===== src/rtl/cpu_control_fsm.sv =====
// cpu_control_fsm: multi-cycle fetch/decode/execute/mem/writeback sequencer with retired-instruction counter
module cpu_control_fsm #(
    parameter int CNT_W = 16
) (
    input  logic             clk,
    input  logic             reset,
    input  logic [3:0]       opcode,
    input  logic             alu_zero,
    input  logic             imem_ready,
    input  logic             dmem_ready,
    output logic             imem_req,
    output logic             ir_write,
    output logic             pc_write,
    output logic             pc_src,
    output logic [3:0]       alu_op,
    output logic             alu_src_imm,
    output logic             dmem_req,
    output logic             dmem_we,
    output logic             reg_write,
    output logic             mem_to_reg,
    output logic             halted,
    output logic [2:0]       state,
    output logic [CNT_W-1:0] retired
);
    typedef enum logic [2:0] {FETCH = 3'd0, DECODE, EXECUTE, MEM, WRITEBACK, HALT} state_t;
    logic [2:0]       state_q;
    state_t           state_d;
    logic [3:0]       op_q;
    logic [CNT_W-1:0] count;
    logic             is_rtype, is_load, is_store, is_beq, is_addi, is_nop, is_halt;
    logic [3:0]       exe_op;
    logic             exe_imm;
    assign is_rtype = op_q <= 4'd6;
    assign is_load  = op_q == 4'd7;
    assign is_store = op_q == 4'd8;
    assign is_beq   = op_q == 4'd9;
    assign is_addi  = op_q == 4'd10;
    assign is_nop   = op_q inside {[4'd11:4'd14]};
    assign is_halt  = op_q == 4'd15;
    assign exe_op   = is_rtype ? op_q : is_beq ? 4'd1 : 4'd0;
    assign exe_imm  = is_load | is_store | is_addi;
    always_ff @(posedge clk) begin
        if (reset) begin
            state_q <= FETCH;
            op_q    <= 4'd0;
            count   <= '0;
        end else begin
            state_q <= state_d;
            if (state_q == DECODE) op_q <= opcode;
            count <= count + {{(CNT_W-1){1'b0}}, pc_write};
        end
    end
    // Every strobe stays low while reset is high, so an in-flight access is dropped.
    always_comb begin
        state_d     = FETCH;
        imem_req    = 1'b0;
        ir_write    = 1'b0;
        pc_write    = 1'b0;
        pc_src      = 1'b0;
        alu_op      = 4'd0;
        alu_src_imm = 1'b0;
        dmem_req    = 1'b0;
        dmem_we     = 1'b0;
        reg_write   = 1'b0;
        mem_to_reg  = 1'b0;
        if (!reset) begin
            case (state_q)
                FETCH: begin
                    imem_req = 1'b1;
                    ir_write = imem_ready;
                    state_d  = imem_ready ? DECODE : FETCH;
                end
                DECODE: state_d = EXECUTE;
                EXECUTE: begin
                    alu_op      = exe_op;
                    alu_src_imm = exe_imm;
                    pc_write    = is_beq | is_nop;
                    pc_src      = is_beq & alu_zero;
                    state_d     = is_halt ? HALT : (is_load | is_store) ? MEM :
                                  (is_rtype | is_addi) ? WRITEBACK : FETCH;
                end
                MEM: begin
                    alu_op      = exe_op;
                    alu_src_imm = exe_imm;
                    dmem_req    = 1'b1;
                    dmem_we     = is_store;
                    pc_write    = dmem_ready & is_store;
                    state_d     = !dmem_ready ? MEM : is_load ? WRITEBACK : FETCH;
                end
                WRITEBACK: begin
                    reg_write  = 1'b1;
                    mem_to_reg = is_load;
                    pc_write   = 1'b1;
                end
                HALT: state_d = HALT;
                default: state_d = FETCH;
            endcase
        end
    end
    assign halted  = !reset && state_q == HALT;
    assign state   = reset ? 3'd0 : state_q;
    assign retired = reset ? '0 : count;
endmodule

===== config.mk =====
export PLATFORM = sky130hd
export DESIGN_NAME = cpu_control_fsm
export DESIGN_NICKNAME = d
export VERILOG_FILES = /design/src/rtl/cpu_control_fsm.sv
export SDC_FILE = /design/constraint.sdc
export NUM_CORES = 1
export LEC_CHECK = 0
export CORE_UTILIZATION = 51
export DETAILED_ROUTE_END_ITERATION = 10
export PLACE_DENSITY = 0.85
export SETUP_SLACK_MARGIN = 0.2
export SYNTH_ARGS = -nofsm -noshare
export SYNTH_HDL_FRONTEND = slang
export SYNTH_SLANG_ARGS = --single-unit

===== constraint.sdc =====
create_clock -name clk -period 3.7 [get_ports clk]
set_input_delay 0.74 -clock clk [delete_from_list [all_inputs] [get_ports clk]]
set_output_delay 0.74 -clock clk [all_outputs]
set_load 0.05 [all_outputs]

==> results.md <==
* Post-Place Worst Slack at 305 ps
* WL/cell at 14.6 µm
* Worst setup margin at roughly 410 ps
* # DRC at 0
* GR Layer Usage met3 at 0.0398
* Routing usage on met2 at 0.451
* RSZ-0062 raised after global routing: false
* Antenna-violating nets left at 0
* Crit path DAT at 2550 ps
* Syn Inst Count at 174
* Pleak at 0.831 nW
* Final Setup Violations at 0
* Register area share after synthesis at 0.316
* Gate power share at 0.183
* Post-synth top flop: dfxtp_1
* Post-synth top cells: 23 x dfxtp_1, 23 x nor2_1, 21 x nor2b_1
* Core area at 2730 µm²
* Max-cap violations at 0
* Top-area cell type share of the netlist area at 0.316
* Filler instances at roughly 160
* Met1 usage at 0.269
* Post-synth net total at 185
* Critical Path Sink Type: primary output
* Area Overhead vs Synth at 53.2%
* YS warnings at 0
* Sequential Power Share at 0.568
* Status: finished clean
* GR peak layer: met2
* Initial antenna violation count at 0
* Area contributors post-synth: dfxtp_1 32%, nor2b_1 9.0%, nor2_1 5.9%
* Die height at around 55 µm
* Cell variety after synth at 46
* Hold Fails Final Rpt at 0
* Worst Setup Start Kind: input pin
* Final Cycle Share at 0.889
* P_sw at 134 µW
* Net Sw Frac at 0.285
* Max_slew headroom at 0.579
* Max Root-Sink Buffers at 2
* Avg Cell Area, Syn at roughly 8.4 µm²
* Pint at 337 µW
* Vias per cell at approximately 5.8
* Crit-path max FO at 12
* Hold buffer count at CTS at 0
* Port bufs at 40
* Slew @ Worst Pin at 624 ps
* DPL Wire Length at 2640 µm
* Power per cell area at between 200 and 250 nW/µm²
* Num CTS Buffers at 3
* TritonCTS clock tree: done
* Htree depth at 1
* Syn Std Cell Area at 1460 µm²
* Die area at roughly 3100 µm²
* Ports at 42
* PostCTS Resize Cnt at 0
* First drt pass iteration count at 4
* Clock latency on the worst-skew pair at 310 ps
* Crit Path Class: in -> out
* # diodes at 0
* Vias in the first global route at 1330
* Post-synth ARST share at 0
* Min-delay worst type: reg -> reg
* Dpl cell area at around 2200 µm²
* Max-slew violations at 0
* Setup bufs post-CTS at 0
* Post-Layout Inst Area at ~2200 µm²
* RePlAce Congestion at 0.862
* Synth area leader: dfxtp_1
* Max VDD drop at about 0.21 mV
* Overflow after GRT at 0
* EDFF count, synth at 0
* Root Driver: clkbuf_4
* Clock Pin Slew Worst Setup and Hold Paths at 130 ps
* DIE WIDTH at 55.5 µm
* Fin crit period at 3290 ps
* Cell Rows at 19
* Routed wire length at ~3500 µm
* Fmax at 304 MHz
* Global-route wire length before repair at 5870 µm
* Required @ worst endpoint at 2960 ps
* Layout cell share with drive strength beyond 1 at 0.264
* Number of DRC markers in iteration 0 at 43
* Via count at about 1400
* Overall Global Routing Usage at 0.236
* Max Clock Skew at 12.8 ps
* Fin util at 0.817
* Starting Density at 0.534
* Clk network pwr share at 0.248
* CTS Sinks at 23
* Yosys reg bits at 23
* Final setup TNS at 0 ps
* Nets at between 200 and 250
* Largest net degree at the start of global routing at 34
==> cell families after synthesis <==
kind of cell    synth area share
simple gates               0.411
fa+ha+maj                 0.0240
other cells              0.00257
xor+xnor                  0.0180
flops                      0.316
mux                       0.0892
compound gates            0.0841
buf+inv                   0.0557
==> routing by layer <==
metal / vias to the layer above / routed length [µm]
met3: 4 / 174
li1: 677 / -
met2: 52 / 1940
met4: 0 / 24
met1: 649 / 1340
met5: - / 0
==> sequential cells by signal (all words and copies together), names as in the netlist <==
name     count
count       16
op_q         4
state_q      3
==> power groups by stage <==
stage / Combinational, mW / Sequential [mW] / Clock [mW]
global route: 0.0914 / 0.270 / 0.129
finish: 0.0864 / 0.268 / 0.117
CTS: 0.0869 / 0.267 / 0.120
global placement: 0.0834 / 0.272 / 0
floorplan: 0.0643 / 0.262 / 0
detailed placement: 0.0863 / 0.273 / 0
==> critical path, cell delays in order <==
cell             delay [ps]
clkdlybuf4s50_1         450
buf_4                   210
nor3b_2                 340
nand2_1                 120
nor4_1                  490
buf_12                  200
==> final cells by class <==
class	count	area (µm²)	area share
Sequential cell	23	460	0.206
Timing Repair Buffer	42	736	0.329
Multi-Input combinational cell	134	955	0.427
Inverter	5	18.8	0.00840
Clock buffer	4	26.3	0.0118
Tap cell	31	38.8	0.0174
==> stage by stage <==
| stage | instances | hold WS [ps] | power [mW] |
|---|---|---|---|
| 4_1_cts | 239 | 570 | 0.474 |
| 3_5_place_dp | 235 | 521 | 0.359 |
| 2_1_floorplan | 174 | 494 | 0.326 |
| 6_report | 239 | 563 | 0.471 |
| 5_1_grt | 239 | 603 | 0.490 |
| 3_3_place_gp | 235 | 504 | 0.355 |
==> cell usage in the layout, fill, tap and decap left out, types with 3 or more instances in the layout <==
cell type / instances
a21oi_1: 3
and2_1: 3
and3_1: 4
buf_12: 32
clkbuf_4: 3
clkdlybuf4s50_1: 8
dfxtp_1: 23
inv_1: 5
mux2_1: 4
mux2_2: 4
mux2i_1: 4
nand2_1: 9
nand2b_1: 4
nand3_1: 5
nand4_1: 3
nor2_1: 23
nor2b_1: 20
nor3_1: 4
nor4_2: 5
o21ai_0: 6
or3_1: 3
==> path summary, 6_finish.rpt <==
| kind | startpoint | to | slack [ps] | depth (start not counted) |
|---|---|---|---|---|
| hold / removal | count[12]$_SDFF_PP0_ | count[12]$_SDFF_PP0_ | 560 | 2 |
| hold reg to reg | count[12]$_SDFF_PP0_ | count[12]$_SDFF_PP0_ | 560 | 2 |
| setup / recovery | reset | pc_src | 410 | 6 |
| setup reg to reg | state_q[1]$_SDFF_PP0_ | count[14]$_SDFF_PP0_ | 950 | 8 |
(Power assumes the default switching activity.)
